## src/rtl/override_sched.sv

```systemverilog
// Override-request pulse generator for the interface y bit.
// Each started burst issues windows of (hold+1) high cycles, each preceded by
// (period+1) low cycles. Configuration is captured at start; i_en low aborts.
module override_sched #(
    parameter int unsigned PER_W   = 3,
    parameter int unsigned HOLD_W  = 2,
    parameter int unsigned BURST_W = 4,
    parameter int unsigned CNT_W   = 8
) (
    input  logic               i_clk,
    input  logic               i_rst_n,
    input  logic               i_en,
    input  logic               i_start,
    input  logic [PER_W-1:0]   i_period,
    input  logic [HOLD_W-1:0]  i_hold,
    input  logic [BURST_W-1:0] i_burst,
    output logic               o_y,
    output logic               o_busy,
    output logic               o_done,
    output logic [CNT_W-1:0]   o_ovr_cnt
);

    typedef enum logic [1:0] {
        StIdle,
        StWait,
        StAssert
    } state_e;

    state_e             state_q, state_d;
    logic [PER_W-1:0]   per_q, per_d;
    logic [PER_W-1:0]   wcnt_q, wcnt_d;
    logic [HOLD_W-1:0]  hold_q, hold_d;
    logic [HOLD_W-1:0]  hcnt_q, hcnt_d;
    logic [BURST_W-1:0] burst_q, burst_d;
    logic [BURST_W-1:0] issued_q, issued_d;
    logic [BURST_W-1:0] issued_inc;
    logic [CNT_W-1:0]   ovr_cnt_q, ovr_cnt_d;
    logic               y_q, y_d;
    logic               busy_q, busy_d;
    logic               done_q, done_d;

    // Wraps silently in free-run; only compared when a burst length is set.
    assign issued_inc = issued_q + BURST_W'(1);

    // Next-state and registered-output logic; i_en low outranks every other transition.
    always_comb begin
        state_d   = state_q;
        per_d     = per_q;
        wcnt_d    = wcnt_q;
        hold_d    = hold_q;
        hcnt_d    = hcnt_q;
        burst_d   = burst_q;
        issued_d  = issued_q;
        ovr_cnt_d = ovr_cnt_q;
        y_d       = y_q;
        busy_d    = busy_q;
        done_d    = 1'b0;

        case (state_q)
            StIdle: begin
                if (i_start && i_en) begin
                    per_d    = i_period;
                    hold_d   = i_hold;
                    burst_d  = i_burst;
                    issued_d = '0;
                    wcnt_d   = i_period;
                    state_d  = StWait;
                    busy_d   = 1'b1;
                end
            end
            StWait: begin
                if (!i_en) begin
                    state_d = StIdle;
                    y_d     = 1'b0;
                    busy_d  = 1'b0;
                end else if (wcnt_q != '0) begin
                    wcnt_d = wcnt_q - PER_W'(1);
                end else begin
                    state_d = StAssert;
                    y_d     = 1'b1;
                    hcnt_d  = hold_q;
                end
            end
            StAssert: begin
                if (!i_en) begin
                    // Truncated window: not counted, no completion pulse.
                    state_d = StIdle;
                    y_d     = 1'b0;
                    busy_d  = 1'b0;
                end else if (hcnt_q != '0) begin
                    hcnt_d = hcnt_q - HOLD_W'(1);
                end else begin
                    y_d      = 1'b0;
                    issued_d = issued_inc;
                    if (ovr_cnt_q != {CNT_W{1'b1}}) begin
                        ovr_cnt_d = ovr_cnt_q + CNT_W'(1);
                    end
                    if ((burst_q != '0) && (issued_inc == burst_q)) begin
                        state_d = StIdle;
                        busy_d  = 1'b0;
                        done_d  = 1'b1;
                    end else begin
                        state_d = StWait;
                        wcnt_d  = per_q;
                    end
                end
            end
            default: begin
                state_d = StIdle;
                y_d     = 1'b0;
                busy_d  = 1'b0;
            end
        endcase
    end

    // State and output registers, cleared asynchronously.
    always_ff @(posedge i_clk or negedge i_rst_n) begin
        if (!i_rst_n) begin
            state_q   <= StIdle;
            per_q     <= '0;
            wcnt_q    <= '0;
            hold_q    <= '0;
            hcnt_q    <= '0;
            burst_q   <= '0;
            issued_q  <= '0;
            ovr_cnt_q <= '0;
            y_q       <= 1'b0;
            busy_q    <= 1'b0;
            done_q    <= 1'b0;
        end else begin
            state_q   <= state_d;
            per_q     <= per_d;
            wcnt_q    <= wcnt_d;
            hold_q    <= hold_d;
            hcnt_q    <= hcnt_d;
            burst_q   <= burst_d;
            issued_q  <= issued_d;
            ovr_cnt_q <= ovr_cnt_d;
            y_q       <= y_d;
            busy_q    <= busy_d;
            done_q    <= done_d;
        end
    end

    assign o_y       = y_q;
    assign o_busy    = busy_q;
    assign o_done    = done_q;
    assign o_ovr_cnt = ovr_cnt_q;

endmodule

```

## config.mk

```make
export PLATFORM = sky130hd
export DESIGN_NAME = override_sched
export DESIGN_NICKNAME = d
export VERILOG_FILES = /design/src/rtl/override_sched.sv
export SDC_FILE = /design/constraint.sdc
export NUM_CORES = 1
export LEC_CHECK = 0
export CAP_MARGIN = 20
export CORE_MARGIN = 3
export CORE_UTILIZATION = 49
export DETAILED_ROUTE_END_ITERATION = 6
export PLACE_DENSITY = 0.82
export SLEW_MARGIN = 40
export SYNTH_ARGS = -nofsm -noshare
export SYNTH_HDL_FRONTEND = slang
export SYNTH_SLANG_ARGS = --single-unit
```

## constraint.sdc

```tcl
create_clock -name i_clk -period 1.9 [get_ports i_clk]
set_clock_uncertainty 0.05 [all_clocks]
set_input_delay 0.38 -clock i_clk [delete_from_list [all_inputs] [get_ports i_clk]]
set_output_delay 0.38 -clock i_clk [all_outputs]
set_load 0.01 [all_outputs]
```

# Yosys cells after proc, flatten, opt, wreduce, memory -nomap -nowiden
# Index checks and enable logic that the tools add are counted.
# totals
reg_bits,31
input_bits,13
output_inout_bits,11
word_cells,88
# classes
add_sub_neg,4
eq_ne,16
muxes,38
bitwise,2
reduce_logical,17
# op_table
cell,count
2-bit 2-to-1 mux,9
3-bit 2-to-1 mux,6
"2-bit inequality test, second input constant",9
1-bit 2-to-1 mux,14
4-bit 2-to-1 mux,3
4-bit AND reduction,3
"3-bit inequality test, second input constant",3
3-bit one-hot mux with 3 select lines,1
"8-bit by 1-bit adder with 8-bit output, second input constant",1
"8-bit inequality test, second input constant",1
4-bit one-hot mux with 2 select lines,1
7-bit AND reduction,1
1-bit one-hot mux with 3 select lines,2
2-bit one-hot mux with 3 select lines,1
3-bit AND reduction,2
2-bit nonzero test,3
3-bit nonzero test,2
5-bit AND reduction,1
"4-bit by 1-bit adder with 4-bit output, second input constant",1
4-bit equality test,1
2-bit one-hot mux with 2 select lines,1
4-bit nonzero test,1
"3-bit by 1-bit subtractor with 3-bit output, second input constant",1
"2-bit by 1-bit equality test with 1-bit output, second input constant",1
other kinds (6),8

# Logic depth before layout (Yosys ltp)
# Gate-level depths: netlist (run 1).
# logic_depth
depth_word,7
mapped_depth,8

# Worst setup path after synthesis (run 1)
# OpenSTA, ideal clock, no wires.
# synth_timing
path_type,flip-flop to flip-flop
start,reg state_q[0]
end,reg wcnt_q[2]
arrival_ps,1666
required_time_ps,1730
path_slack_ps,65
path_stages_with_launch,9
path_cell_list,dfrtp_1 > inv_1 > ha_1 > buf_6 > nor2b_1 > nor2_2 > nor4b_4 > o32ai_2 > a31o_1
# synth_via
elab_chain_len,3
elab_cells_between_ends,12
classes_between,8 x eq/ne; 1 x mux; 3 x reduce/logical
# synth_lines
item,line_no,rtl
from (decl),29,"state_e state_q, state_d;"
from (signal assigned),119,state_q <= StIdle;
from (signal assigned),131,state_q <= state_d;
2-bit equality test (tied with other cells),59,case (state_q)
2-bit inequality test (no source line) or 3-bit nonzero test (tied branches),n/a,
7-bit AND reduction (no source line),n/a,
to (signal assigned),133,wcnt_q <= wcnt_d;
to (decl),31,"logic [PER_W-1:0] wcnt_q, wcnt_d;"
# Parallel ways exist; a longest one is shown, timed or not.
# A chain may end at the register's enable or synchronous reset.

# Final worst setup path (run 1)
# layout_timing
start,reg state_q[0]
end,reg wcnt_q[1]
# The elaborated chain is that of the path after synthesis.

==> flow_summary.json, run 1 <==
{
  "status": "completed",
  "placed_area_sq_um": 2200,
  "internal-power_mw": 2.07,
  "fin_area_sq_um": 2310,
  "reg2reg_slack_ps": 70,
  "utilization_pct": 67.7,
  "crit_required_ps": 2080,
  "dp_hpwl_um": 2840,
  "timing.rr.start": "state_q[0]",
  "synth_nets": 196,
  "holdCritPathClass": "input pin to asynchronous set/reset pin",
  "fp.dieW_um": 66.2,
  "syn_area_sq_um": 1770,
  "synth_seq_cells": 31,
  "die_y_um": 66.2,
  "grt_setup_unrepaired": "yes",
  "dieArea_sq_um": 4380,
  "diodes": 0,
  "path_clk_slew_ps": 110,
  "cts_max_path_buffers": 2,
  "cp-start-kind": "flop",
  "cts_tree": "done",
  "wl_per_cell_um": 14.0,
  "synthToLayoutAreaGrowth_pct": 30.5,
  "hold_viol_final": 0,
  "synth-seq-area-share_pct": 43.8,
  "numClockSinks": 31,
  "path_class": "flop to flop",
  "gp_congestion": 0.765,
  "drive_gt1_share_pct": 27.2,
  "fin_crit_sh_pct": 96.6,
  "ys_types": 42,
  "switchingPower_mw": 1.36,
  "endpoint_kind": "flop",
  "numCtsBuffers": 5,
  "postRouteAntennaNets": 0,
  "dr.pass1.iters": 4,
  "grt.total_usage_pct": 19.8,
  "worstMarginPinSlew_ps": 395,
  "async_reset_ff_share_pct": 100,
  "crit_arrival_ps": 2010,
  "crit_fanout": 6,
  "drt_wl_total_um": 3790,
  "fin_hold_ws_ps": 367,
  "synth.avg_cell_area_sq_um": 10.2,
  "start_util_pct": 51.9,
  "drtIter0Drc": 86,
  "cts-root-buf": "clkbuf_4",
  "io_pins": 24,
  "clkPwrFrac_pct": 10.8,
  "ys_warn_count": 0,
  "power_density_nw_per_um2": 1480,
  "max_cap_viol_count": 0,
  "via_count": 1438,
  "antenna_found_initial": 0,
  "core_sq_um": 3420,
  "via_per_inst": 5.33,
  "drcViolationCount": 0,
  "setup_viol": 0,
  "syn_inst": 174,
  "peakVddDrop_uv": 665,
  "leakagePower_nw": 1.04,
  "grt_overflow": 0,
  "pwr-share-seq_pct": 31.8,
  "port_buffers": 23,
  "fmax_mhz": 545,
  "worstRegToRegCells": 8,
  "clk_latency_ps": 340,
  "synth_edf_count": 0,
  "grt_max_degree": 32,
  "finalCriticalPeriod_ps": 1830,
  "placementRows": 21,
  "finalPower_mw": 3.43,
  "synth_flop_cell": "dfrtp_1",
  "switching_share_pct": 39.6,
  "drv_slew": 0,
  "r2r_end": "wcnt_q[1]",
  "grt_pass1_vias": 1451,
  "max_slew_margin_pct": 73.7,
  "grt_pass1_wl_um": 6450,
  "p_comb_share_pct": 57.4,
  "nNetsFinal": 245,
  "h-tree-depth": 2,
  "hold_buffers": 0
}
what timing repair did:
| action | in CTS | in global routing |
|---|---|---|
| buffers inserted | 1 | 2 |
| gates resized for setup | 1 | 8 |
| setup endpoints to repair | 3 | 15 |
| pin swaps | 0 | 1 |
synthesized netlist by cell type, types with 2 or more instances:
master | number | area [sq um]
a21boi_1 | 2 | 15.0
a21oi_1 | 5 | 25.0
a22oi_1 | 2 | 15.0
a31oi_1 | 2 | 12.5
and3_1 | 3 | 18.8
buf_2 | 2 | 10.0
dfrtp_1 | 31 | 776
ha_1 | 9 | 113
inv_1 | 7 | 26.3
mux2_2 | 11 | 124
mux2i_1 | 3 | 30.0
nand2_1 | 18 | 67.6
nand2b_1 | 3 | 18.8
nand3_1 | 11 | 55.1
nand4_1 | 2 | 12.5
nor2_1 | 12 | 45.0
nor2_2 | 3 | 18.8
nor2b_1 | 5 | 31.3
nor3_1 | 2 | 10.0
o2111ai_1 | 2 | 17.5
o211ai_1 | 3 | 22.5
o21ai_0 | 6 | 30.0
xnor2_1 | 7 | 61.3
xor2_1 | 5 | 43.8
layout make-up:
class                      instances  area [sq um]
clock buffer                       7          45.0
timing repair buffer              47           423
inverter                           8          30.0
tap                               46          57.6
fill                             270          1100
sequential                        31           776
multi-input combinational        130           977
clock inverter                     1          5.00
sequential cells by signal, summed over array words and instances, names as in the netlist, 2 cells and up:
signal	flops
o_ovr_cnt	8
state_q	2
hold_q	2
burst_q	4
per_q	3
hcnt_q	2
issued_q	4
wcnt_q	3
metal layers:
layer	wire, um	track usage, %	up-vias
met5	0	0	-
met4	97	8.63	0
met3	152	5.61	9
met2	1900	33.5	27
met1	1640	23.1	700
li1	-	-	702
critical path: stages, from the launching register on:
cell	delay (ps)
dfrtp_1	370
inv_1	80
ha_2	220
nor2b_2	190
nor2_2	140
nor4b_4	210
buf_4	190
mux2i_1	190
nand3_1	90
how the worst max path moves through the flow:
stage,slack (ps),from,to
after global placement,-70,i_en,o_ovr_cnt[7]
after CTS,20,state_q[1],wcnt_q[1]
after detailed placement,-120,i_en,o_busy
after global routing,-30,state_q[0],wcnt_q[1]
final,70,state_q[0],wcnt_q[1]
after floorplan,60,state_q[0],wcnt_q[2]
kinds of logic (layout without fill, tap and decap cells):
kind of cell    Yosys count  count (layout)  synth area share [%]
buf+inv                  13              63                  3.32
fa+ha+maj                 9               9                  6.35
xor+xnor                 13              13                  6.85
simple gates             64              64                  18.9
flops                    31              31                  43.8
mux                      15              15                  9.46
compound gates           29              29                  11.4
power by group through the flow:
stage                     registers (mW)  clock network, mW  logic (mW)
final                               1.09              0.370        1.97
after global routing                1.12              0.406        2.21
after CTS                           1.09              0.382        1.90
after detailed placement            1.10                  0        1.86
after global placement              1.09                  0        1.79
after floorplan                     1.09                  0        1.25
through the flow:
step                      cells  setup slack, ps  TNS, ps
final                       270             65.4        0
after detailed placement    259             -115    -1420
after floorplan             174             64.8        0
after global placement      259            -71.7     -547
after global routing        270            -34.0    -72.7
after CTS                   268             18.6        0
layout by cell type (no fill, tap or decap), drive strengths merged, types with 2 or more instances in the layout:
cell type and n:
mux2i 4, clkdlybuf4s50 23, a31o 2, o2111ai 2, a21oi 5, nand2b 4, xnor2 7, and3 3
nor2b 5, nor3 2, a31oi 2, o211ai 3, nand3 11, nand4 2, o21ai 7, buf 24
clkbuf 7, mux2 11, xor2 6, a22oi 2, a21boi 2, nor2 15, inv 8, dfrtp 31
ha 9, nand2 18
(Power assumes the default switching activity.)
==> run 2: changes to the inputs <==
- CORE_MARGIN: 3 -> default
- CORE_UTILIZATION: 49 -> 54
- PLACE_DENSITY: 0.82 -> 0.86
- clock period: 1.9 -> 2.1 ns (I/O delays scaled with it)
==> run 2 against run 1 <==
Compared with the run above: cell count decreased by 5.2%; sequential cell count did not move; die area fell by 20%; core utilization rose by 3.7 points; power shrank 12%; non-clock buffer count fell by 12; first-iteration DRC count shrank 40%; worst hold slack better by 45 ps; design area shrank 4.9%; critical path depth down 3; sequential share of layout area increased by 1.8 points; clock power decreased by 8.6%.
==> flow_summary.json, run 2 (synthesis gave the netlist of run 1 again) <==
{
  "status": "completed",
  "fmax_mhz": 504,
  "grt.total_usage_pct": 24.7,
  "clk_latency_ps": 330,
  "core_sq_um": 3080,
  "grt_max_degree": 32,
  "postRouteAntennaNets": 0,
  "leakagePower_nw": 0.978,
  "final_common_cell": "dfrtp_1",
  "dp_hpwl_um": 2880,
  "crit_chain": "ha_1, xor2_2, or3_4, o2111ai_1, o211ai_1",
  "h-tree-depth": 2,
  "drive_gt1_share_pct": 20.8,
  "dp_cells": 245,
  "critPathMaxStageDelay_ps": 460,
  "drcViolationCount": 0,
  "wl_per_cell_um": 15.3,
  "start_util_pct": 57.6,
  "numCtsBuffers": 5,
  "fill_cells": 225,
  "crit_required_ps": 2260,
  "final_cells": 256,
  "power_density_nw_per_um2": 1380,
  "gp_congestion": 0.856,
  "max_cap_viol_count": 0,
  "crit_slowest_cell": "dfrtp_1",
  "numClockSinks": 31,
  "cp-start-kind": "flop",
  "port_buffers": 23,
  "worstMarginPinSlew_ps": 390,
  "fin_hold_ws_ps": 412,
  "via_count": 1420,
  "diodes": 0,
  "grt.busiest_layer": "met2",
  "met3_usage_pct": 7.64,
  "antenna_found_initial": 0,
  "critPathBufInv": 0,
  "via_per_inst": 5.55,
  "peakVddDrop_uv": 711,
  "grtUsageMet1_pct": 26.7,
  "endpoint_kind": "flop",
  "worst_slack_ps": 115,
  "hold_viol_final": 0,
  "cts_max_path_buffers": 2,
  "cts_tree": "done",
  "crit_arrival_ps": 2140,
  "fin_setup_tns_ps": 0,
  "setup_viol": 0,
  "drv_slew": 0,
  "use_met2_pct": 43.8,
  "fp.dieW_um": 59.3,
  "crit_fanout": 6,
  "finalCriticalPeriod_ps": 1980,
  "io_pins": 24,
  "drt_wl_total_um": 3910,
  "holdCritPathClass": "input pin to asynchronous set/reset pin",
  "utilization_pct": 71.5,
  "grt_pass1_vias": 1446,
  "max_slew_margin_pct": 74.0,
  "fin_crit_sh_pct": 94.5,
  "nNetsFinal": 233,
  "grt_pass1_wl_um": 6370,
  "layout_common_cells": "30 x dfrtp_1, 23 x clkdlybuf4s50_1, 18 x nand2_1",
  "dieArea_sq_um": 3520,
  "placed_area_sq_um": 2100,
  "dr.pass1.iters": 4,
  "finalPower_mw": 3.03,
  "cts-root-buf": "clkbuf_4",
  "dp_worst_setup_slack_ps": -54.0,
  "synthToLayoutAreaGrowth_pct": 24.1,
  "placementRows": 20,
  "fin_area_sq_um": 2200,
  "path_class": "flop to flop",
  "largest_reg_flops": 8,
  "die_y_um": 59.3,
  "grt_overflow": 0,
  "crit_family": "flip-flops",
  "path_clk_slew_ps": 110,
  "drtIter0Drc": 52
}
## run 2: cell count changes in the layout (fill, tap and decap cells not counted), moves of 2 or more
cell,change
buf_4,-11
ha_2,-2
nor2b_1,+2
nor2b_2,-2
## run 2: power by group
group | internal (mW) | leakage [nW] | switching [mW] | total [mW]
Combinational | 0.847 | 0.556 | 0.834 | 1.68
Clock | 0.129 | 0.0282 | 0.209 | 0.338
Sequential | 0.816 | 0.393 | 0.198 | 1.01
## run 2: metal layers
metal	part of all wire [%]	wire, um
met1	41	1610
met2	51	2010
met3	5.5	215
met4	1.9	74
met5	0	0
## run 2: worst reg2reg max path, cell delays in order, from the launching register on
cell and delay [ps]:
dfrtp_1 460, ha_1 390, xor2_2 200, or3_4 420, o2111ai_1 220, o211ai_1 130
## run 2: final cells by class
cell class / instances / area [sq um] / share of cell area, %
clock inverters: 2 / 12.5 / 0.569
clock buffers: 6 / 41.3 / 1.88
multi-input cells: 130 / 963 / 43.8
well taps: 44 / 55.1 / 2.50
repair buffers: 35 / 320 / 14.6
flip-flops and latches: 31 / 777 / 35.3
inverters: 8 / 30.0 / 1.37
## run 2: worst paths after layout
kind                              from          to  slack, ps  cells past startpoint
min reg2reg                  hcnt_q[0]   hcnt_q[0]        440                      1
min                            i_rst_n  state_q[0]        410                      2
max                        issued_q[0]      o_busy        120                      5
min in group i_clk           hcnt_q[0]   hcnt_q[0]        440                      1
max reg2reg                issued_q[0]      o_busy        120                      5
max in group asynchronous      i_rst_n  state_q[1]       1290                      2
## run 2: what timing repair did
action,4_1_cts,5_1_grt
setup buffers,2,1
gates resized for setup,0,5
hold endpoints to repair,0,0
hold buffers,0,0
setup endpoints to repair,2,4
==> run 3: changes to the inputs <==
- CORE_UTILIZATION: 54 -> 55
- DONT_BUFFER_PORTS: default -> 1
- PLACE_DENSITY: 0.86 -> 0.77
- REMOVE_ABC_BUFFERS: default -> 1
==> run 3 against run 2 <==
Compared with the run above: clock-buffer cell count grew 1; largest power group unchanged; largest cell class unchanged; maximum frequency shrank 4.3%; critical path type unchanged; worst hold slack got worse by 240 ps.
==> flow_summary.json, run 3 (synthesis gave the netlist of run 1 again) <==
{
  "dr.pass1.iters": 4,
  "numClockSinks": 31,
  "final_cells": 228,
  "drt_wl_total_um": 3520,
  "status": "completed",
  "wl_per_cell_um": 15.4,
  "setup_viol": 0,
  "finalCriticalPeriod_ps": 2070,
  "grt_overflow": 0,
  "fin_area_sq_um": 1950,
  "fp.dieW_um": 58.8,
  "crit_chain": "inv_1, ha_1, nor2b_1, nor2_2, nor4b_4, o32ai_2, a31o_1",
  "crit_slowest_cell": "dfrtp_1",
  "met3_usage_pct": 8.13,
  "path_clk_slew_ps": 100,
  "diodes": 0,
  "worstMarginPinSlew_ps": 457,
  "endpoint_kind": "flop",
  "min_delay_worst_endpoint": "per_q[2]",
  "crit_fanout": 6,
  "use_met2_pct": 38.0,
  "drive_gt1_share_pct": 20.7,
  "dp_hpwl_um": 2600,
  "cts_tree": "done",
  "r2r_end": "wcnt_q[2]",
  "crit_family": "simple AND/OR/NAND/NOR gates",
  "peakVddDrop_uv": 852,
  "power_density_nw_per_um2": 1480,
  "drcViolationCount": 0,
  "crit_arrival_ps": 2260,
  "max_slew_margin_pct": 69.4,
  "dp_cells": 217,
  "numCtsBuffers": 5,
  "fmax_mhz": 482,
  "utilization_pct": 63.8,
  "reg2reg_slack_ps": 30,
  "holdCritPathClass": "input pin to flop",
  "grt_max_degree": 32,
  "fill_cells": 273,
  "grtUsageMet1_pct": 27.6,
  "worstRegToRegCells": 7,
  "placementRows": 20,
  "final_common_cell": "dfrtp_1",
  "via_per_inst": 5.68,
  "nNetsFinal": 205,
  "largest_reg_flops": 8,
  "cp-start-kind": "flop",
  "crit_required_ps": 2290,
  "max_cap_viol_count": 0,
  "drv_slew": 0,
  "via_count": 1294,
  "cp_num_cells": 7,
  "port_buffers": 0,
  "start_util_pct": 58.1,
  "critPathMaxStageDelay_ps": 420,
  "cts_max_path_buffers": 2,
  "fin_hold_ws_ps": 175,
  "drtIter0Drc": 24,
  "gp_congestion": 0.880,
  "hold_depth": 1,
  "core_sq_um": 3050,
  "grt_pass1_vias": 1297,
  "fin_crit_sh_pct": 98.7,
  "dp_worst_setup_slack_ps": 63.4,
  "worst_slack_ps": 26.8,
  "postRouteAntennaNets": 0,
  "finalPower_mw": 2.87,
  "synthToLayoutAreaGrowth_pct": 9.81,
  "dieArea_sq_um": 3450,
  "hold_viol_final": 0,
  "startpoint": "state_q[0]",
  "die_y_um": 58.8,
  "critPathBufInv": 1,
  "leakagePower_nw": 0.883,
  "grt_pass1_wl_um": 5810,
  "cts-root-buf": "clkbuf_4",
  "fin_setup_tns_ps": 0,
  "timing.rr.start": "state_q[0]",
  "hp-start": "i_period[2]",
  "antenna_found_initial": 0,
  "grt.busiest_layer": "met2",
  "path_class": "flop to flop",
  "clk_latency_ps": 340,
  "layout_common_cells": "31 x dfrtp_1, 18 x nand2_1, 12 x nor2_1",
  "h-tree-depth": 2,
  "grt.total_usage_pct": 23.3,
  "placed_area_sq_um": 1830,
  "io_pins": 24
}
[run 3: where the power goes]
group | internal (mW) | leakage (nW) | switching, mW | total (mW)
combinational | 0.684 | 0.451 | 0.755 | 1.44
clock | 0.195 | 0.0375 | 0.208 | 0.404
sequential | 0.814 | 0.395 | 0.215 | 1.03
total | 1.69 | 0.883 | 1.18 | 2.87
[run 3: area by class of cell]
class	count	area (sq um)	area share [%]
Timing Repair Buffer	7	67.6	3.47
Inverter	8	30.0	1.54
Clock inverter	1	7.51	0.386
Tap cell	44	55.1	2.83
Clock buffer	7	65.1	3.34
Multi-Input combinational cell	130	946	48.6
Sequential cell	31	776	39.8
[run 3: repair_timing]
item                       CTS  global route
setup endpoints to repair    0             4
hold buffers                 2             0
hold endpoints to repair    31             0
buffers inserted             0             1
gates resized for setup      0             2
[run 3: how the worst max path moves through the flow]
stage / to / slack [ps]
2_1_floorplan: o_ovr_cnt[5] / 140
3_3_place_gp: state_q[0] / 190
3_5_place_dp: wcnt_q[2] / 60
4_1_cts: wcnt_q[2] / 50
5_1_grt: wcnt_q[2] / -5
6_report: wcnt_q[2] / 30
[run 3: layer usage]
layer  routed length, um  share of wire (%)
met1                1520                 43
met2                1790                 51
met3                 149                4.2
met4                  64                1.8
met5                   0                  0
